### config.mk
export PLATFORM = sky130hd
export DESIGN_NAME = tiny_soc_mmio_responder
export DESIGN_NICKNAME = d
export VERILOG_FILES = /design/src/rtl/tiny_soc_mmio_responder.sv
export SDC_FILE = /design/constraint.sdc
export NUM_CORES = 1
export LEC_CHECK = 0
export BUFFER_PORTS_ARGS = -buffer_cell sky130_fd_sc_hd__buf_2
export CORE_MARGIN = 5
export CORE_UTILIZATION = 50
export DETAILED_ROUTE_END_ITERATION = 6
export GPL_TIMING_DRIVEN = 0
export PLACE_DENSITY_LB_ADDON = 0.2
export SLEW_MARGIN = 20
export SYNTH_ARGS = -nofsm -noshare
export SYNTH_HDL_FRONTEND = slang
export SYNTH_SLANG_ARGS = --single-unit
export TNS_END_PERCENT = 30
### constraint.sdc
create_clock -name clk_i -period 3.1 [get_ports clk_i]
set_input_delay 0.31 -clock clk_i [delete_from_list [all_inputs] [get_ports clk_i]]
set_output_delay 0.31 -clock clk_i [all_outputs]
set_load 0.02 [all_outputs]
### src/rtl/tiny_soc_mmio_responder.sv
// MMIO responder for a tiny SoC: STOP/exit-code latch, TX byte FIFO, cycle counter,
// scratch register and status word, answering each granted request one cycle later.
module tiny_soc_mmio_responder #(
  parameter int unsigned MMIOAddrWidth = 31,
  parameter int unsigned DataWidth     = 64,
  parameter int unsigned StrbWidth     = DataWidth / 8,
  parameter int unsigned TxDepth       = 4
) (
  input  logic                     clk_i,
  input  logic                     rst_ni,
  input  logic                     mmio_req_i,
  input  logic                     mmio_we_i,
  input  logic [MMIOAddrWidth-1:0] mmio_addr_i,
  input  logic [StrbWidth-1:0]     mmio_strb_i,
  input  logic [DataWidth-1:0]     mmio_wdata_i,
  output logic                     mmio_gnt_o,
  output logic                     mmio_rvalid_o,
  output logic [DataWidth-1:0]     mmio_rdata_o,
  output logic                     mmio_err_o,
  output logic                     stop_o,
  output logic [31:0]              exit_code_o,
  output logic                     tx_valid_o,
  output logic [7:0]               tx_data_o,
  input  logic                     tx_ready_i
);

  localparam int unsigned PtrW = $clog2(TxDepth);
  localparam int unsigned CntW = PtrW + 1;

  typedef enum logic [4:0] {
    REG_STOP    = 5'd0,
    REG_TXDATA  = 5'd1,
    REG_MCYCLE  = 5'd2,
    REG_SCRATCH = 5'd3,
    REG_STATUS  = 5'd4
  } reg_e;

  logic [DataWidth-1:0] mcycle_q;
  logic [DataWidth-1:0] scratch_q;
  logic                 stop_q;
  logic [31:0]          exit_q;
  logic                 rvalid_q;
  logic [DataWidth-1:0] rdata_q;
  logic [DataWidth-1:0] rdata_d;
  logic                 err_q;
  logic [7:0]           fifo_q [TxDepth];
  logic [PtrW-1:0]      wr_ptr_q;
  logic [PtrW-1:0]      rd_ptr_q;
  logic [CntW-1:0]      count_q;

  logic [4:0] reg_idx;
  logic       addr_hi_zero;
  logic       acc_ok;
  logic       tx_push_req;
  logic       fifo_full;
  logic       fifo_empty;
  logic       gnt;
  logic       push;
  logic       pop;
  logic       unused_addr_lsb;

  assign reg_idx         = mmio_addr_i[7:3];
  assign addr_hi_zero    = (mmio_addr_i[MMIOAddrWidth-1:8] == '0);
  assign unused_addr_lsb = ^mmio_addr_i[2:0];

  // acc_ok folds decode and direction legality; anything else is an error response
  always_comb begin
    acc_ok = 1'b0;
    if (addr_hi_zero) begin
      case (reg_idx)
        REG_STOP, REG_TXDATA:   acc_ok = mmio_we_i;
        REG_MCYCLE, REG_STATUS: acc_ok = ~mmio_we_i;
        REG_SCRATCH:            acc_ok = 1'b1;
        default:                acc_ok = 1'b0;
      endcase
    end
  end

  assign fifo_full   = (count_q == CntW'(TxDepth));
  assign fifo_empty  = (count_q == '0);
  assign tx_push_req = mmio_req_i & mmio_we_i & acc_ok & (reg_idx == REG_TXDATA) & mmio_strb_i[0];
  assign gnt         = rst_ni & mmio_req_i & ~(tx_push_req & fifo_full);
  assign push        = gnt & tx_push_req;
  assign pop         = tx_valid_o & tx_ready_i;

  always_comb begin
    rdata_d = '0;
    if (acc_ok && !mmio_we_i) begin
      case (reg_idx)
        REG_MCYCLE:  rdata_d = mcycle_q;
        REG_SCRATCH: rdata_d = scratch_q;
        REG_STATUS: begin
          rdata_d[0]    = stop_q;
          rdata_d[1]    = fifo_full;
          rdata_d[2]    = fifo_empty;
          rdata_d[15:8] = 8'(count_q);
        end
        default: rdata_d = '0;
      endcase
    end
  end

  always_ff @(posedge clk_i or negedge rst_ni) begin
    if (!rst_ni) begin
      mcycle_q  <= '0;
      scratch_q <= '0;
      stop_q    <= 1'b0;
      exit_q    <= '0;
      rvalid_q  <= 1'b0;
      rdata_q   <= '0;
      err_q     <= 1'b0;
      wr_ptr_q  <= '0;
      rd_ptr_q  <= '0;
      count_q   <= '0;
      for (int unsigned i = 0; i < TxDepth; i++) begin
        fifo_q[i] <= '0;
      end
    end else begin
      mcycle_q <= mcycle_q + DataWidth'(1);
      rvalid_q <= gnt;
      rdata_q  <= gnt ? rdata_d : '0;
      err_q    <= gnt & ~acc_ok;

      if (gnt && mmio_we_i && acc_ok) begin
        if ((reg_idx == REG_STOP) && (mmio_strb_i[3:0] != '0) && !stop_q) begin
          stop_q <= 1'b1;
          exit_q <= mmio_wdata_i[31:0];
        end
        if (reg_idx == REG_SCRATCH) begin
          for (int unsigned b = 0; b < StrbWidth; b++) begin
            if (mmio_strb_i[b]) begin
              scratch_q[8*b +: 8] <= mmio_wdata_i[8*b +: 8];
            end
          end
        end
      end

      if (push) begin
        fifo_q[wr_ptr_q] <= mmio_wdata_i[7:0];
        wr_ptr_q         <= wr_ptr_q + PtrW'(1);
      end
      if (pop) begin
        rd_ptr_q <= rd_ptr_q + PtrW'(1);
      end
      if (push && !pop) begin
        count_q <= count_q + CntW'(1);
      end else if (!push && pop) begin
        count_q <= count_q - CntW'(1);
      end
    end
  end

  assign mmio_gnt_o    = gnt;
  assign mmio_rvalid_o = rvalid_q;
  assign mmio_rdata_o  = rdata_q;
  assign mmio_err_o    = err_q;
  assign stop_o        = stop_q;
  assign exit_code_o   = exit_q;
  assign tx_valid_o    = ~fifo_empty;
  assign tx_data_o     = tx_valid_o ? fifo_q[rd_ptr_q] : '0;

endmodule

==> results of run 1 <==
## where the power goes
| group | switching, mW | leakage (nW) | internal (mW) |
|---|---|---|---|
| logic | 0.231 | 2.99 | 0.141 |
| clock network | 1.32 | 0.498 | 2.21 |
| registers | 0.0134 | 3.69 | 3.49 |
| total | 1.57 | 7.17 | 5.84 |
## sequential cells by signal, summed over array words and instances, names as in the netlist
register / flops
mcycle_q: 64
mmio_rdata_o: 64
scratch_q: 64
exit_code_o: 32
fifo_q: 32
count_q: 3
rd_ptr_q: 2
wr_ptr_q: 2
mmio_err_o: 1
mmio_rvalid_o: 1
stop_o: 1
## final timing paths
check                           slack, ns             to        startpoint  depth (start not counted)
min in group asynchronous            0.33     fifo_q[19]            rst_ni                          2
worst max register to register       0.23   mcycle_q[52]       mcycle_q[1]                          7
max in group asynchronous            1.90  scratch_q[39]            rst_ni                          3
worst min register to register       0.47   mcycle_q[63]      mcycle_q[63]                          1
worst min-delay path                 0.02  scratch_q[51]  mmio_wdata_i[51]                          2
worst max-delay path                 0.23   mcycle_q[52]       mcycle_q[1]                          7
## per-layer routing
layer  part of all wire, %  vias to the layer above
li1                      -                     3445
met1                    45                     3571
met2                    48                      155
met3                   5.1                       33
met4                   1.9                        2
met5                 0.028                        -
## synth_stat cells, types with 8 or more instances
master    instances
nand2_1          34
clkbuf_1         15
and2_1           20
nor3_1           20
mux4_2            8
nor2_1           82
buf_2            14
mux2_2          133
nand3_1          14
mux2i_1          58
xnor2_1          36
dfrtp_1         266
and4_1           10
nor4_1           14
nand4_1          15
xor2_1           32
inv_1            17
## worst max-delay path: cells and delay by family (launching register included)
| family | cells | cell delay, ns |
|---|---|---|
| flip-flops | 1 | 0.40 |
| AND/OR/NAND/NOR | 4 | 1.60 |
| buffers and inverters | 1 | 0.41 |
| adder cells (fa/ha/maj) | 1 | 0.22 |
| XOR/XNOR | 1 | 0.16 |
## area by class of cell
cell class / count / area, um^2 / share of cell area (%)
Clock inverter: 9 / 125.1 / 0.9107
Multi-Input combinational cell: 531 / 4335 / 31.56
Antenna cell: 1 / 2.502 / 0.01821
Clock buffer: 43 / 888.4 / 6.466
Sequential cell: 266 / 6656 / 48.45
Buffer: 34 / 152.6 / 1.111
Inverter: 17 / 63.81 / 0.4645
Tap cell: 280 / 350.3 / 2.550
Timing Repair Buffer: 218 / 1164 / 8.470
## repair_timing
action	CTS	global route
setup endpoints to repair	0	2
buffers inserted	0	3
resized for setup	0	1
hold buffers	1	0
hold endpoints to repair	80	0
## cells in the final DEF (no fill, tap or decap), types with 5 or more instances in the layout
cell,count
mux2_2,133
xnor2_1,36
or3_1,5
clkbuf_16,29
mux2i_1,58
nand3_1,14
mux4_2,8
nor4_1,14
ha_1,6
and4_1,10
inv_1,17
clkbuf_1,18
nand2_1,34
and3_1,5
dfrtp_1,266
clkbuf_8,11
nand4_1,15
xor2_1,32
nor2_1,82
nor3_1,20
buf_2,225
and2_1,20
## cell families (layout without fill, tap and decap cells)
kind of cell / count (synthesis) / after routing / share of synthesized area (%)
compound gates: 14 / 14 / 0.8150
xor+xnor: 68 / 68 / 5.314
fa+ha+maj: 7 / 7 / 0.8484
buf+inv: 51 / 321 / 1.931
flops: 266 / 266 / 59.39
mux: 200 / 200 / 20.25
other cells: 0 / 1 / 0
simple gates: 242 / 242 / 11.45
==> metrics.txt, run 1 <==
status finished clean; Hold Crit Class in -> reg; synth warn 0; Setup TNS Final 0 ns; hold slack 0.02209 ns; nets 1211; Setup WS pre-CTS 0.08974 ns; via count 7206; post-route ant nets 0; Primary FF master, synth dfrtp_1; drt first pass iters 4; clk buf depth 3; wire length per cell 17.78 um; vias in the first global route 7701; first-pass GRT wire length 41.09 mm; # clock sinks 266; synth top area cells dfrtp_1 (59%), mux2_2 (13%), mux2i_1 (5.2%); syn nets 963; Inst Count DP 1342; Layout Skew 0.01168 ns; fill count 1736; Relative slew margins 29.26%; GR Layer Usage met3 3.995%; GR Util met2 31.37%; register bit total from synthesis 266; endpoints failing setup 0; fin crit share 92.74%; kind of critical path reg -> reg; vias per cell 5.151; # IOs 217; core area 21960 um^2; data arrival time of the critical path 3.32 ns; Die ar. 25510 um^2; CTS root buf clkbuf_16; global route hottest layer met2; P_leak 7.175 nW; Iter 0 DRT Violations 239; met1 Track Usage GR 27.47%; syn avg cell area 13.22 um^2; RSZ-0062 raised after global routing false; RD Place Congestion 0.8126; worst skew pair latency 0.52 ns; Synth cell types 42; non-filler cells, final 1399; Worst Setup Start Kind flop; Die X 159.7 um; Yosys top cell by area dfrtp_1; final instance area 13740 um^2; synthesized instance count 848; Final Power 7.408 mW; Cell Pwr Density 539.2 nW/um^2; WP data required 3.54 ns; CP Max Fanout 10; ordered cell list for the critical path ha_1, and4_1, nor2b_1, nand3_1, clkbuf_1, nor3_1, xor2_1; register area share after synthesis 59.39%; VDD IR max 447.6 uV; clock-pin slew on the worst setup and hold paths 0.06 ns; Worst path max stage delay 0.59 ns; CTS buffer count 28; Initial Utilization 51.04%; P&R area growth vs syn 22.57%; H-Tree Depth 1; antenna violations before repair 2; Max-Cap Viols 0; Synth async-reset ratio 100.0%; GRT Resource Usage Total 19.46%; kind of end point of the critical path flop; # DRC 0; GRT overflow 0; PnR worst setup slack 0.2251 ns; share of cells above drive strength 1 38.82%; Area after DPL 12680 um^2; fin crit period 2.875 ns; Post-DP HPWL 17.68 mm; CTS tree done; largest net degree at the start of global routing 101; Max Clock Freq 347.8 MHz; total detailed-routing wirelength 24.87 mm; die height 159.7 um; final hold viol count 0; Row Count 54; post-synth top area share 59.39%; utilization after layout 62.56%; number of synthesized flops with an enable pin 0; Least-Margin Pin Slew 1.053 ns; final slew viol count 0; # port buffers 212; slowest stage cell, crit path nor2b_1; Post-Synthesis Cell Area 11210 um^2
(Power assumes the default switching activity.)
==> inputs of run 2 (changes only) <==
--- a/config.mk
+++ b/config.mk
@@ -6,10 +6,11 @@
 export NUM_CORES = 1
 export LEC_CHECK = 0
 export BUFFER_PORTS_ARGS = -buffer_cell sky130_fd_sc_hd__buf_2
+export CORE_ASPECT_RATIO = 1.5
 export CORE_MARGIN = 5
 export CORE_UTILIZATION = 50
 export DETAILED_ROUTE_END_ITERATION = 6
-export GPL_TIMING_DRIVEN = 0
+export GPL_ROUTABILITY_DRIVEN = 0
 export PLACE_DENSITY_LB_ADDON = 0.2
 export SLEW_MARGIN = 20
 export SYNTH_ARGS = -nofsm -noshare
==> metrics.txt, run 2 (same netlist as run 1, synthesis figures left out) <==
largest net degree at the start of global routing 76 (-25%); post-cts gate resize count 0 (unchanged); final hold viol count 0 (unchanged); r2r startpoint mcycle_q[26]; via count 7293 (+1.2%); fin crit share 79.14% (-14 points); Iter 0 DRT Violations 327 (+37%); CTS buffer count 26 (-7.1%); slowest stage cell, crit path dfrtp_1; fin crit period 2.453 ns (-0.4214 ns); RSZ-0062 raised after global routing false; # DRC 0 (unchanged); Worst path max stage delay 0.71 ns (+0.12 ns); vias per cell 5.304 (+3.0%); Relative slew margins 39.14% (+9.9 points); # IOs 217 (unchanged); hold slack 0.02170 ns (-0.0003969 ns); Max-Cap Viols 0 (unchanged); drt first pass iters 4 (unchanged); P&R area growth vs syn 20.82%; clk buf depth 3 (unchanged); vias in the first global route 7760 (+0.77%); kind of critical path reg -> out; ordered cell list for the critical path mux4_2, and2_1, buf_2; Initial Utilization 50.45% (-0.59 points); core area 22220 um^2 (+1.2%); CP top delay family flip-flops; Least-Margin Pin Slew 0.9130 ns (-0.1400 ns); Worst R2R End mcycle_q[61]; status finished clean; P_leak 7.063 nW (-1.6%); Die ar. 25570 um^2 (+0.24%); share of cells above drive strength 1 38.65% (-0.17 points); Cell Pwr Density 507.7 nW/um^2 (-5.8%); WP data required 2.79 ns (-0.75 ns); clock-pin slew on the worst setup and hold paths 0.06 ns (about the same); worst skew pair latency 0.52 ns (about the same); Hold Crit Start mmio_wdata_i[37]; Setup Fix Bufs, Post-CTS 0 (unchanged); GRT overflow 0 (unchanged); first-pass GRT wire length 40.23 mm (-2.1%); CTS root buf clkbuf_16; Max Clock Freq 407.6 MHz (+17%); Die X 132.2 um (-17%); H-Tree Depth 1 (unchanged); Post-CTS Hold Fix Bufs 9 (+8); nets 1197 (-1.2%); endpoints failing setup 0 (unchanged); Row Count 67 (+24%); commonest non-fill, non-tap cell in the layout dfrtp_1; GRT Resource Usage Total 19.13% (-0.34 points); Reg2Reg Depth 5 (-2); Layout Skew 0.007241 ns (-0.004438 ns); final slew viol count 0 (unchanged); VDD IR max 446.4 uV (-0.27%); CP bufs+invs 1 (unchanged); Setup TNS Final 0 ns (unchanged); kind of end point of the critical path primary output; fill count 1812 (+4.4%); worst reg2reg setup slack 0.75 ns (+0.52 ns); utilization after layout 60.96% (-1.6 points); multi-input logic area 4342 um^2 (+0.14%); Inst Count DP 1321 (-1.6%); non-filler cells, final 1375 (-1.7%); # clock sinks 266 (unchanged); die height 193.4 um (+21%); Hold Path End scratch_q[37]; antenna violations before repair 4 (+2); total detailed-routing wirelength 24.60 mm (-1.1%); Hold Crit Class in -> reg; Worst Setup Start Kind flop; post-route ant nets 0 (unchanged); Hold Crit Depth 2 (unchanged); data arrival time of the critical path 2.14 ns (-1.18 ns); wire length per cell 17.89 um (+0.62%); most frequent cells in the layout dfrtp_1 (266), buf_2 (211), mux2_2 (133), nor2_1 (82), mux2i_1 (58); Storage cell area 6656 um^2 (unchanged); # port buffers 213 (+0.47%); CP Max Fanout 10 (unchanged); CTS tree done; Post-DP HPWL 17.45 mm (-1.3%)
## run 2: changes by cell type in the layout (fill, tap and decap cells not counted), sizes merged
cell | before | now
diode | 1 | 2
clkbuf | 58 | 39
clkinvlp | 2 | 1
buf | 236 | 231
dlygate4sd3 | 1 | 9
clkinv | 4 | 3
bufinv | 3 | 0
## run 2: power by group
| part | internal [mW] | switching (mW) | total, mW |
|---|---|---|---|
| registers | 3.49 | 0.0292 | 3.52 |
| logic | 0.139 | 0.210 | 0.349 |
| clock network | 1.74 | 1.27 | 3.01 |
## run 2: routing by layer
layer,vias to the layer above,track usage (%),share of wire (%)
li1,3403,-,-
met5,-,0,0.11
met2,163,33.70,51
met1,3685,24.14,41
met4,6,4.302,1.7
met3,36,4.262,5.6
## run 2: worst max-delay path by stage
stage | from | to | slack (ns) | depth (start not counted)
2_1_floorplan | mmio_addr_i[24] | count_q[2] | 0.60 | 9
3_3_place_gp | mmio_addr_i[21] | count_q[2] | 0.33 | 11
3_5_place_dp | mmio_addr_i[21] | count_q[2] | 0.29 | 11
4_1_cts | rd_ptr_q[0] | tx_data_o[0] | 0.56 | 3
5_1_grt | rd_ptr_q[0] | tx_data_o[0] | 0.51 | 3
6_report | rd_ptr_q[0] | tx_data_o[0] | 0.65 | 3
## run 2: worst register-to-register path, cell delays in order (launching register included)
cell and delay [ns]:
dfrtp_1 0.48, and4_1 0.25, nand4_1 0.21, or3_1 0.71, nor4_1 0.47, xnor2_1 0.16
## run 2: cell type report
class	instances	area share [%]
tap	276	2.550
multi-input combinational	531	32.06
clock inverter	4	0.1663
sequential	266	49.15
timing repair buffer	240	9.720
antenna	2	0.03696
clock buffer	39	5.839
inverter	17	0.4712
## run 2: through the flow
stage	worst slack, ns	area (um^2)	power [mW]
after floorplan	0.6043	11210	3.721
after detailed placement	0.2903	12630	3.931
final	0.6466	13540	6.875
after global placement	0.3336	12630	3.928
after CTS	0.5571	13540	6.969
after global routing	0.5082	13540	7.133
==> inputs of run 3 (changes only) <==
==> constraint.sdc (replaced) <==
create_clock -name clk_i -period 2 [get_ports clk_i]
set_input_delay 0.2 -clock clk_i [delete_from_list [all_inputs] [get_ports clk_i]]
set_output_delay 0.2 -clock clk_i [all_outputs]
set_load 0.02 [all_outputs]
==> metrics.txt, run 3 (same netlist as run 1, synthesis figures left out) <==
status finished, violations left; failing checks setup timing; Worst R2R End count_q[1]; final slew viol count 0 (unchanged); # IOs 217 (unchanged); nets 1319 (+10%); VDD IR max 710.1 uV (+59%); Met1 Wirelength 10.73 mm (+5.5%); CTS root buf clkbuf_16; post-route ant nets 0 (unchanged); largest net degree at the start of global routing 184 (+140%); clock-pin slew on the worst setup and hold paths 0.06 ns (about the same); P&R area growth vs syn 33.36%; clk buf depth 3 (unchanged); share of cells above drive strength 1 42.21% (+3.6 points); fin crit share 105.3%; Least-Margin Pin Slew 0.9790 ns (+0.06604 ns); non-filler cells, final 1497 (+8.9%); endpoints failing setup 11 (+11); # DRC 0 (unchanged); antenna violations before repair 3 (-1); Cell Pwr Density 742.2 nW/um^2 (+46%); Relative slew margins 34.73% (-4.4 points); GRT overflow 0 (unchanged); Inst Count DP 1383 (+4.7%); hold slack 0.01841 ns (-0.003288 ns); Max-Cap Viols 0 (unchanged); P_leak 7.738 nW (+9.6%); Layout Skew 0.01274 ns (+0.005496 ns); # clock sinks 266 (unchanged); Switching Share 21.65% (-0.25 points); # port buffers 213 (unchanged); drt first pass iters 4 (unchanged); RSZ-0062 raised after global routing true; Max Clock Freq 474.9 MHz; Worst Setup EP tx_data_o[6]; Hold Crit Class in -> async; Die ar. 25570 um^2 (unchanged); fin crit period 2.106 ns; CTS buffer count 26 (unchanged); final hold viol count 0 (unchanged); met3 WL 1.271 mm (-7.8%); vias per cell 5.173 (-2.5%); Reg2Reg Depth 7 (+2); combinational fraction of design power 7.7% (+2.6 points); Iter 0 DRT Violations 331 (+1.2%); Worst Setup Start Kind flop; CP Max Fanout 11 (+1); met2 WL 13.26 mm (+5.2%); wire length per cell 17.27 um (-3.4%); kind of end point of the critical path primary output; total detailed-routing wirelength 25.86 mm (+5.1%); commonest non-fill, non-tap cell in the layout dfrtp_1; kind of critical path reg -> out; via count 7744 (+6.2%); worst skew pair latency 0.52 ns (about the same); PnR worst setup slack -0.1059 ns (-0.7525 ns); clock share of power 43.5% (-0.3 points); data arrival time of the critical path 1.91 ns (-0.23 ns); CTS tree done; first-pass GRT wire length 42.75 mm (+6.3%); r2r startpoint count_q[1]; Post-DP HPWL 17.71 mm (+1.5%); uppermost layer routed met5; die height 193.4 um (unchanged); Initial Utilization 50.45% (unchanged); most frequent cells in the layout dfrtp_1 (266), buf_2 (210), mux2_2 (132), nor2_1 (82), buf_4 (67); CP startpoint count_q[2]; P_sw 2.401 mW (+59%); Int Pwr 8.692 mW (+62%); H-Tree Depth 1 (unchanged); WP data required 1.80 ns (-0.99 ns); Row Count 67 (unchanged); core area 22220 um^2 (unchanged); worst reg2reg setup slack -0.06 ns (-0.81 ns); vias in the first global route 8302 (+7.0%); GRT Resource Usage Total 20.20% (+1.1 points); Die X 132.2 um (unchanged); Seq pwr share 48.8% (-2.3 points)
## run 3: cell count changes in the layout (fill, tap and decap cells not counted), moves of 3 or more
cell,delta
nor4_2,+5
nor4_1,-7
buf_6,+6
nor3_2,+7
dlygate4sd3_1,+56
buf_12,+12
clkbuf_8,-3
buf_4,+49
nor3_1,-7
## run 3: layout make-up
cell class / instances / area (um^2)
Fill cell: 1648 / 7268
Sequential cell: 266 / 6656
Multi-Input combinational cell: 531 / 4484
Timing Repair Buffer: 362 / 2547
Clock buffer: 36 / 749.5
Tap cell: 276 / 345.3
Clock inverter: 8 / 97.59
Inverter: 17 / 63.81
Antenna cell: 1 / 2.502
## run 3: through the flow
step	total power [mW]	utilization, %	area, um^2	TNS [ns]	setup slack [ns]
2_1_floorplan	5.768	-	11210	-0.7389	-0.3857
3_3_place_gp	6.179	59.58	13240	-21.42	-0.2937
3_5_place_dp	6.188	59.58	13240	-24.83	-0.3255
4_1_cts	11.19	66.62	14800	-1.093	-0.1209
5_1_grt	11.55	67.28	14950	-1.578	-0.1599
6_report	11.09	67.28	14950	-0.8722	-0.1059
## run 3: how the worst min path moves through the flow
| stage | start | to | slack (ns) | cells after the start |
|---|---|---|---|---|
| 5_1_grt | mmio_wdata_i[7] | fifo_q[31] | 0.02 | 2 |
| 3_5_place_dp | rst_ni | scratch_q[1] | 0.17 | 2 |
| 6_report | rst_ni | count_q[0] | 0.02 | 3 |
| 4_1_cts | mmio_wdata_i[7] | fifo_q[31] | 0.008 | 2 |
| 2_1_floorplan | rst_ni | count_q[0] | -0.1 | 0 |
| 3_3_place_gp | rst_ni | scratch_q[1] | 0.17 | 2 |
## run 3: metal layers
metal  up-vias  track usage, %
li1       3650               -
met1      3873           25.91
met2       177           35.30
met3        40           3.560
met4         4           5.585
met5         -               0
## run 3: what timing repair did
action / 4_1_cts / 5_1_grt
resized for setup: 15 / 26
setup endpoints to repair: 20 / 34
pin swaps: 3 / 6
hold buffers: 65 / 0
endpoints found under the hold margin: 123 / 0
setup buffers: 1 / 3
## run 3: critical path, stage by stage (launching register included)
cell	delay, ns
dfrtp_1	0.38
buf_4	0.14
or3_4	0.41
buf_6	0.16
and2_1	0.14
buf_2	0.15
## run 3: power groups by stage
stage | sequential [mW] | clock (mW) | combinational [mW]
after floorplan | 5.52 | 0 | 0.245
after global placement | 5.51 | 0 | 0.669
after detailed placement | 5.51 | 0 | 0.677
after CTS | 5.41 | 4.96 | 0.817
after global routing | 5.41 | 5.20 | 0.935
final | 5.42 | 4.82 | 0.853
